## src/rtl/port_rr_arbiter_pkg.sv

```systemverilog
// Shared arbiter types and the per-output-port instantiation constants.
// One arbiter sits in front of each output port's data mux.
package port_rr_arbiter_pkg;

    typedef enum logic {IDLE, BUSY} arb_state_e;

    localparam int NUM_PORTS   = 4;
    localparam int ARB_MAX_LEN = 16;

endpackage

```

## src/rtl/port_rr_arbiter_pick.sv

```systemverilog
// Round-robin winner select: scan req from rr_ptr upward, wrapping, first set bit wins.
// Purely combinational; no state, no backpressure.
module rr_pick #(
    parameter int NUM_REQ = 4,
    parameter int IDW     = (NUM_REQ > 1) ? $clog2(NUM_REQ) : 1
) (
    input  logic [NUM_REQ-1:0] i_req,
    input  logic [IDW-1:0]     i_rr_ptr,
    output logic [NUM_REQ-1:0] o_gnt,
    output logic [IDW-1:0]     o_gnt_id
);

    always_comb begin
        int  idx;
        logic found;
        o_gnt    = '0;
        o_gnt_id = '0;
        found    = 1'b0;
        idx      = 0;
        // Rotated scan: offset 0 is rr_ptr, index maps back modulo NUM_REQ.
        for (int off = 0; off < NUM_REQ; off++) begin
            idx = int'(i_rr_ptr) + off;
            if (idx >= NUM_REQ) begin
                idx = idx - NUM_REQ;
            end
            if (!found && i_req[idx]) begin
                found      = 1'b1;
                o_gnt[idx] = 1'b1;
                o_gnt_id   = IDW'(idx);
            end
        end
    end

endmodule

```

## src/rtl/port_rr_arbiter.sv

```systemverilog
// Packet-granular round-robin arbiter for one output port; grant registered one edge after req, held until eop or watchdog.
// No backpressure: valid/eop from the granted source only advance the beat count and release the grant.
module port_rr_arbiter
    import port_rr_arbiter_pkg::*;
#(
    parameter int NUM_REQ = NUM_PORTS,
    parameter int MAX_LEN = ARB_MAX_LEN,
    parameter int IDW     = (NUM_REQ > 1) ? $clog2(NUM_REQ) : 1
) (
    input  logic               i_clk,
    input  logic               i_reset,
    input  logic [NUM_REQ-1:0] i_req,
    input  logic               i_valid,
    input  logic               i_eop,
    output logic [NUM_REQ-1:0] o_gnt,
    output logic [IDW-1:0]     o_gnt_id,
    output logic               o_busy,
    output logic               o_timeout_err
);

    localparam int              CW       = $clog2(MAX_LEN);
    localparam logic [CW-1:0]   CNT_LAST = CW'(MAX_LEN - 1);
    localparam logic [IDW-1:0]  ID_LAST  = IDW'(NUM_REQ - 1);

    arb_state_e         r_state, w_state;
    logic [NUM_REQ-1:0] r_gnt, w_gnt;
    logic [IDW-1:0]     r_gnt_id, w_gnt_id;
    logic               r_busy, w_busy;
    logic               r_timeout_err, w_timeout_err;
    logic [IDW-1:0]     r_rr_ptr, w_rr_ptr;
    logic [CW-1:0]      r_beat_cnt, w_beat_cnt;

    logic [NUM_REQ-1:0] w_pick_gnt;
    logic [IDW-1:0]     w_pick_id;

    rr_pick #(
        .NUM_REQ (NUM_REQ),
        .IDW     (IDW)
    ) u_pick (
        .i_req    (i_req),
        .i_rr_ptr (r_rr_ptr),
        .o_gnt    (w_pick_gnt),
        .o_gnt_id (w_pick_id)
    );

    always_ff @(posedge i_clk or posedge i_reset) begin
        if (i_reset) begin
            r_state       <= IDLE;
            r_gnt         <= '0;
            r_gnt_id      <= '0;
            r_busy        <= 1'b0;
            r_timeout_err <= 1'b0;
            r_rr_ptr      <= '0;
            r_beat_cnt    <= '0;
        end else begin
            r_state       <= w_state;
            r_gnt         <= w_gnt;
            r_gnt_id      <= w_gnt_id;
            r_busy        <= w_busy;
            r_timeout_err <= w_timeout_err;
            r_rr_ptr      <= w_rr_ptr;
            r_beat_cnt    <= w_beat_cnt;
        end
    end

    always_comb begin
        w_state       = r_state;
        w_gnt         = r_gnt;
        w_gnt_id      = r_gnt_id;
        w_busy        = r_busy;
        w_timeout_err = 1'b0;
        w_rr_ptr      = r_rr_ptr;
        w_beat_cnt    = r_beat_cnt;
        case (r_state)
            IDLE: begin
                if (|i_req) begin
                    w_state    = BUSY;
                    w_gnt      = w_pick_gnt;
                    w_gnt_id   = w_pick_id;
                    w_busy     = 1'b1;
                    w_rr_ptr   = (w_pick_id == ID_LAST) ? '0 : w_pick_id + 1'b1;
                    w_beat_cnt = '0;
                end
            end
            BUSY: begin
                // eop wins over the watchdog on the MAX_LEN-th beat.
                if (i_valid) begin
                    if (i_eop) begin
                        w_state    = IDLE;
                        w_gnt      = '0;
                        w_busy     = 1'b0;
                        w_beat_cnt = '0;
                    end else if (r_beat_cnt == CNT_LAST) begin
                        w_state       = IDLE;
                        w_gnt         = '0;
                        w_busy        = 1'b0;
                        w_timeout_err = 1'b1;
                        w_beat_cnt    = '0;
                    end else begin
                        w_beat_cnt = r_beat_cnt + 1'b1;
                    end
                end
            end
            default: begin
                w_state = IDLE;
            end
        endcase
    end

    assign o_gnt         = r_gnt;
    assign o_gnt_id      = r_gnt_id;
    assign o_busy        = r_busy;
    assign o_timeout_err = r_timeout_err;

endmodule

```

## config.mk

```make
export PLATFORM = sky130hd
export DESIGN_NAME = port_rr_arbiter
export DESIGN_NICKNAME = d
export VERILOG_FILES = /design/src/rtl/port_rr_arbiter_pkg.sv /design/src/rtl/port_rr_arbiter_pick.sv /design/src/rtl/port_rr_arbiter.sv
export SDC_FILE = /design/constraint.sdc
export NUM_CORES = 1
export LEC_CHECK = 0
export ABC_AREA = 1
export CORE_MARGIN = 2
export CORE_UTILIZATION = 45
export CTS_BUF_LIST = sky130_fd_sc_hd__clkbuf_16
export DETAILED_ROUTE_END_ITERATION = 6
export PLACE_DENSITY = 0.68
export SLEW_MARGIN = 10
export SYNTH_ARGS = -nofsm -noshare
export SYNTH_HDL_FRONTEND = slang
export SYNTH_SLANG_ARGS = --single-unit
```

## constraint.sdc

```tcl
create_clock -name i_clk -period 2.7 [get_ports i_clk]
set_input_delay 0.54 -clock i_clk [delete_from_list [all_inputs] [get_ports i_clk]]
set_output_delay 0.54 -clock i_clk [all_outputs]
set_load 0.02 [all_outputs]
```

==> results of run 1 <==
-- worst register-to-register path: cells and delay by family, from the launching register on --
family | cells | cell delay, ns
flops | 1 | 0.47
buf+inv | 2 | 0.28
fa+ha+maj | 1 | 0.40
simple gates | 9 | 0.75
-- state kept, by name, summed over array words and instances, names as in the netlist, named ones only --
name	flops
o_busy	1
o_gnt	4
o_gnt_id	2
o_timeout_err	1
r_beat_cnt	4
r_rr_ptr	1
r_state	1
-- logic make-up after synthesis --
family | Yosys count | synth area share [%]
buffers and inverters | 17 | 5.99
adders and majority gates | 5 | 5.65
DFF | 15 | 33.9
AOI/OAI and AO/OA | 12 | 6.33
and+or+nand+nor | 102 | 48.1
-- Yosys cell counts, types with 3 or more instances --
master and instances:
a21oi_1 3, dfrtp_1 15, ha_1 5, inv_1 12
inv_2 3, nand2_1 55, nand2_2 10, nand2_4 4
nand3_1 12, nand3_2 5, nand4_1 7, nor2_1 5
o21ai_0 4
-- layout make-up --
cell class	count	area (sq um)
clock buffers	3	75.1
clock inverters	1	5.00
fillers	211	903
inverters	17	66.3
multi-input cells	119	666
flip-flops and latches	15	375
well taps	28	35.0
repair buffers	15	150
-- metal layers --
layer  up-vias  part of all wire, %  global-route usage [%]
met1       478                   49                    26.5
met2        21                   46                    30.7
li1        529                    -                       -
met4         0                 0.39                    5.13
met5         -                    0                       0
met3         2                  3.9                    4.17
-- power by group through the flow --
stage                     Sequential, uW  Clock, uW  Combinational [uW]
after global routing                 388        301                1210
after floorplan                      419          0                 773
final                                375        279                1080
after CTS                            375        287                1080
after global placement               376          0                1060
after detailed placement             378          0                1080
-- final timing paths --
kind / startpoint / cells past startpoint / slack [ns] / end
worst min-delay path: o_gnt[1]$_DFFE_PP0P_ / 2 / 0.48 / o_gnt[1]$_DFFE_PP0P_
min in group asynchronous: i_reset / 2 / 0.64 / r_beat_cnt[2]$_DFFE_PP0P_
worst max-delay path: register / 12 / 0.67 / r_rr_ptr[1]$_DFFE_PP0P_
worst max register to register: register / 12 / 0.67 / r_rr_ptr[1]$_DFFE_PP0P_
max in group asynchronous: i_reset / 2 / 1.70 / r_beat_cnt[3]$_DFFE_PP0P_
worst min register to register: o_gnt[1]$_DFFE_PP0P_ / 2 / 0.48 / o_gnt[1]$_DFFE_PP0P_
-- stage by stage --
| stage | worst slack (ns) | hold slack (ns) | power, uW |
|---|---|---|---|
| after floorplan | 0.930 | 0.441 | 1190 |
| after global placement | 0.606 | 0.479 | 1440 |
| after detailed placement | 0.547 | 0.469 | 1460 |
| after CTS | 0.670 | 0.480 | 1750 |
| after global routing | 0.486 | 0.506 | 1900 |
| final | 0.675 | 0.483 | 1730 |
==> results, run 1 <==
- The run finished with clean final reports.
- In this run, synthesis produced a sequential element count of 15.
- Clock-pin slew was measured on the worst setup and hold paths at 0.05 ns.
- The starting DRC count in detailed routing is 44.
- The total routing resource utilization after global routing is 19.2%.
- Net switching is 49.0% of the power.
- Summing every instance area after synthesis gives 1110 sq um.
- Adding up every negative setup slack in the final design gives 0 ns.
- After routing the design area is 1370 sq um.
- The leakage power is 0.000709 uW.
- The DRC violation count after routing is 0.
- The register area share after synthesis is 33.9%.
- The number of nets in the synthesized netlist is 164.
- The total placed instance area is 1290 sq um.
- During I/O placement, the number of pins put on the boundary was 16.
- Once the clock tree was built, the resizer swapped 0 gates to a different size.
- The TritonCTS sink count is 15.
- The number of max-cap violations is 0.
- The worst-case clock skew is 0.00270 ns.
- The final-report hold violation count is 0.
- Counting along the longest clock path gives a buffer depth of 2.
- Static timing analysis puts the maximum clock frequency at 0.494 GHz.
- Cells with a size suffix above 1 make up 17.6% of the layout.
- The HPWL reported at the end of detailed placement is 1.87 mm.
- The routed wire length is 2.30 mm.
- The worst relative slew slack is 63.8%.
- The detailed router placed 1,030 vias in this run.
- In the routed layout, each cell is associated on average with a via count of 5.20.
- The tree is rooted in a clkbuf_16.
- The count of buffering cells on the critical path with inverters included is 2.
- Setup repair after global routing left no endpoint under its margin.
- The CTS tree is built.
- The utilization of the core after routing is 60.3%.
- The part of the cycle the worst path needs is 75.0%.
- The first global-routing pass estimated 4.00 mm of wire.
- The count of hold-fix buffers inserted at cts is 0.
- The worst hold path belongs to the class register to register.
- The H-tree depth is 1.
- The endpoint arrival time on the critical path is 2.15 ns.
- Grouping stages by cell kind, the critical path spends the most delay in simple AND/OR/NAND/NOR gates.
- The worst setup path is of the register to register kind.
- The post-CTS setup buffer count is 0.
- The cell internal power dissipation is 884 uW.
- The maximum ir drop on the vdd rail is 954 uV.
- The initial antenna violation count came to 0.
- The count of nets left with antenna violations once routing finished came out at 0.
- The insertion delay to the later sink of the worst-skew pair is 0.24 ns.
- TritonCTS created 3 clock buffers.
- The average cell area after synthesis is 7.33 sq um.
- Setup violations remaining at the end of the flow were counted as 0.
- The critical path's slowest cell is dfrtp_1.
- In the final design database the tool counted 184 nets.
- In the post-synthesis netlist, the biggest area contributors are dfrtp_1 (34%), nand2_1 (19%), ha_1 (5.6%).
- The number of max-slew violations in the final report came to 0.
- For the worst setup path, the data required time is 2.83 ns.
- Once layout is complete, the cells apart from fillers number 198.
- Once the floorplan was initialized, standard cells occupied 48.7% of the core.
- The floorplan has 17 rows.
- The transition time at the pin with the least slew margin is 0.542 ns.
- In the synthesized netlist, the number of instances is 151.
- The via count of the first global-routing pass is 922.
- The power density over cell area is 1260 nW/um^2.
- In this run the horizontal extent of the chip is 53.6 microns.
- The top cell type's share of synthesized area is 33.9%.
- The quantity of I/O buffers inserted on ports is 15.
- The power dissipated by switching net loads is 849 uW.
- In the synthesized netlist the async set-or-reset flop fraction comes to 100%.
- The repair_antennas step left the layout with diodes totalling 0.
- The worst stage delay on the critical path is 0.47 ns.
- Summed over all instances, the cell type with the most area after synthesis is dfrtp_1.
- The height of the die is 53.6 microns.
- Registers are responsible for 21.7% of the overall power.
- The flip-flop cell with the highest count after synthesis is dfrtp_1.
- The nature of the critical path startpoint is a register.
- Traced cell by cell, the critical path runs through inv_2 > ha_1 > inv_1 > nand3_2 > nand2_4 > nand2_4 > nor2_8 > nand2_2 > nand3_1 > nand2_1 > nand2_1 > nand2_1.
- The region available for standard cell placement spans 2280 sq um.
- The most common cell after layout, fill and taps aside is nand2_1.
- In the layout the commonest cells are nand2_1 (55), dfrtp_1 (15), clkdlybuf4s50_1 (15).
- Summed over all layers, the global routing overflow is 0.
- The number of placed instances with taps included is 194.
- By instance count, the cell type seen most on the critical path is nand2_1.
- The worst setup path is captured at a register.
- The number of optimization iterations in the first detailed-route pass is 4.
- The power share of the clock group is 16.1%.
- The pin count of the biggest net entering global routing is 16.
- In the final routed layout, each cell accounts on average for 11.6 microns.
- The number of flops mapped to enable cells by yosys is 0.
- The die area is 2870 sq um.
- The post-synthesis to final-layout area growth is 24.0%.
- The synthesis warning total is 0.
- The weighted congestion at the end of routability-driven global placement is 0.830.
- In this run the worst path has a maximum fanout of 10.
- After synthesis, the netlist uses 24 different library cells.
- After layout, the minimum clock period comes to 2.03 ns.
- The combinational power share is 62.2%.
Note: power is estimated with default switching activity, not from simulation.
==> inputs of run 2 (changes only) <==
--- a/config.mk
+++ b/config.mk
@@ -10,7 +10,7 @@
 export CORE_UTILIZATION = 45
 export CTS_BUF_LIST = sky130_fd_sc_hd__clkbuf_16
 export DETAILED_ROUTE_END_ITERATION = 6
-export PLACE_DENSITY = 0.68
+export PLACE_DENSITY = 0.71
 export SLEW_MARGIN = 10
 export SYNTH_ARGS = -nofsm -noshare
 export SYNTH_HDL_FRONTEND = slang
==> constraint.sdc (replaced) <==
create_clock -name i_clk -period 1.6 [get_ports i_clk]
set_input_delay 0.32 -clock i_clk [delete_from_list [all_inputs] [get_ports i_clk]]
set_output_delay 0.32 -clock i_clk [all_outputs]
set_load 0.02 [all_outputs]
==> results, run 2 (synthesized netlist as in run 1, its figures left out) <==
- The routed wire length is 2.84 mm.
- Dividing the detail-routed wire length by the instance count gives 13.3 microns.
- Between clock sinks in the finished design, the worst skew comes to 0.00350 ns.
- The TritonCTS sink count is 15.
- The power density over cell area is 2220 nW/um^2.
- Leaving out fill and tap cells, the most frequent cell in the layout is nand2_1.
- At the end of the flow, the number of nets in the layout was 199.
- The largest fanout on the critical path is 7.
- The nature of the critical path startpoint is a register.
- In this run the horizontal extent of the chip is 53.6 microns.
- Registers are responsible for 17.6% of the overall power.
- CTS built an H-tree with a depth of 1.
- The DRC violation count after routing is 0.
- The starting DRC count in detailed routing is 27.
- The met3 track utilization from global routing is 5.83%.
- The final cell area excluding filler cells is 1550 sq um.
- Summing internal, switching and leakage power gives 3450 uW.
- The share of total power dissipated in combinational logic is 68.5%.
- The power dissipated by switching net loads is 1650 uW.
- Global routing consumed, over all layers together, 21.8% of the routing resources.
- The post-CTS clock slew at the launch and capture registers of the worst setup and hold paths is 0.05 ns.
- Static timing analysis puts the maximum clock frequency at 0.606 GHz.
- Across the run, the number of max-cap violations was 0.
- The most utilized layer in the global route result is met2.
- The flow ran to the end, but the final reports show violations.
- The number of clock buffers added by TritonCTS is 3.
- The switching fraction of total power is 47.8%.
- The minimum clock period is 1.65 ns.
- The path class of the tightest hold or removal check is input port to asynchronous set/reset pin.
- The routed layout has 1,091 vias.
- The leakage power is 0.000800 uW.
- The die is 53.6 microns tall.
- Timing analysis after detailed placement gives a worst setup slack of -0.287 ns.
- Adding up every negative setup slack in the final design gives -0.0511 ns.
- The post-route worst setup slack is -0.0511 ns.
- The initial antenna violation count is 0.
- For met1 alone, demand over resource in global routing was 27.3%.
- The number of max-slew violations in the final report is 0.
- After global routing the overflow that remains totals 0.
- The weighted congestion at the end of routability-driven global placement is 0.854.
- The maximum ir drop on the vdd rail is 1470 uV.
- The CTS tree is built.
- The number of optimization iterations in the first detailed-route pass is 5.
- Fill cells in the final layout number 180.
- Setup violations remaining at the end of the flow were counted as 1.
- Dividing the final minimum period by the clock period gives 103%.
- The transition time at the pin with the least slew margin is 0.275 ns.
- After detailed routing, the number of vias per cell comes to 5.12.
- The via count of the first global-routing pass is 1,026.
- Once the floorplan was initialized, standard cells occupied 48.7% of the core.
- The count of hold-fix buffers inserted at cts is 0.
- The worst relative slew slack is 81.6%.
- The global-route wire length before repair is 4.40 mm.
- The HPWL reported at the end of detailed placement is 2.17 mm.
- The cell internal power dissipation is 1800 uW.
- In this run the core area contains 17 standard-cell rows.
- The maximum clock insertion buffer count is 2.
- The remaining antenna violation count after routing is 0.
- Setup repair after global routing could not meet its margin everywhere.
- The number of antenna diodes in the final layout is 0.
- At the worst endpoint, the required time is 1.73 ns.
- The root buffer cell chosen for the clock tree is clkbuf_16.
- The core region is 2280 sq um.
- Entering global routing, the biggest net connects 16 pins.
- After detailed placement, the total cell area comes to 1410 sq um.
- The number of I/O pins is 16.
- Global routing consumed, on the met2 layer, 37.9% of the routing resources.
- In the layout the commonest cells are nand2_1 (52), buf_4 (15), clkdlybuf4s50_1 (14).
- The final-report hold violation count came to 0.
- The quantity of I/O buffers inserted on ports is 15.
- The post-route netlist has 29.7% of its cells at a drive strength greater than 1.
- Data arrives at the worst endpoint at 1.78 ns.
- The die area is 2870 sq um.
- The critical path capture point type is a register.
- The critical path class is register to register.
- The insertion delay to the later sink of the worst-skew pair is 0.24 ns.
- The final reports fail on negative setup slack.
- The clock network is responsible for 14.0% of the overall power.
- Relative to the synthesized area, the layout overhead comes to 40.3%.
-- run 2: what timing repair did --
item	4_1_cts	5_1_grt
pin swaps	3	7
setup endpoints to repair	1	8
gates resized for setup	2	10
setup buffers	0	3
-- run 2: final cells by class --
| type | instances | area [sq um] | area share [%] |
|---|---|---|---|
| Sequential cell | 15 | 378 | 24.3 |
| Clock buffer | 3 | 75.1 | 4.83 |
| Clock inverter | 1 | 5.00 | 0.322 |
| Timing Repair Buffer | 30 | 265 | 17.1 |
| Inverter | 17 | 68.8 | 4.43 |
| Multi-Input combinational cell | 119 | 727 | 46.8 |
| Tap cell | 28 | 35.0 | 2.25 |
-- run 2: worst max-delay path, cell delays in order (launching register included) --
cell	delay, ns
dfrtp_2	0.41
inv_2	0.08
ha_4	0.22
inv_2	0.06
nand3_2	0.08
nand2_4	0.12
nand2_4	0.07
nor2_8	0.16
nand2_2	0.08
nand3_2	0.09
nand2_1	0.06
nand2_1	0.05
nand2_1	0.05
-- run 2: path summary, 6_finish.rpt --
check / cells after the start / end / startpoint / slack (ns)
min in group i_clk: 2 / o_gnt[1]$_DFFE_PP0P_ / o_gnt[1]$_DFFE_PP0P_ / 0.47
max in group asynchronous: 3 / r_rr_ptr[1]$_DFFE_PP0P_ / i_reset / 1.02
setup / recovery: 12 / r_rr_ptr[1]$_DFFE_PP0P_ / r_rr_ptr[1]$_DFFE_PP0P_ / -0.05
hold / removal: 3 / o_gnt[2]$_DFFE_PP0P_ / i_reset / 0.38
setup reg to reg: 12 / r_rr_ptr[1]$_DFFE_PP0P_ / r_rr_ptr[1]$_DFFE_PP0P_ / -0.05
hold reg to reg: 2 / o_gnt[1]$_DFFE_PP0P_ / o_gnt[1]$_DFFE_PP0P_ / 0.47
-- run 2: routing by layer --
layer  up-vias  part of all wire (%)  routed length, microns
met2        17                    51                    1440
met4         0                  0.35                      10
met5         -                     0                       0
li1        563                     -                       -
met1       509                    46                    1310
met3         2                   3.0                      84
-- run 2: metrics by stage --
step                util, %  hold WS (ns)  cells
floorplan                 -         0.221    151
global route           68.3         0.410    213
detailed placement     61.7         0.465    206
finish                 68.3         0.383    213
global placement       61.7         0.463    206
CTS                    65.4         0.390    210
-- run 2: power by group through the flow --
stage | logic [uW] | registers, uW | clock network [uW]
6_report | 2360 | 606 | 482
5_1_grt | 2570 | 615 | 509
4_1_cts | 2160 | 604 | 495
3_5_place_dp | 2150 | 609 | 0
3_3_place_gp | 2060 | 604 | 0
2_1_floorplan | 1370 | 717 | 0
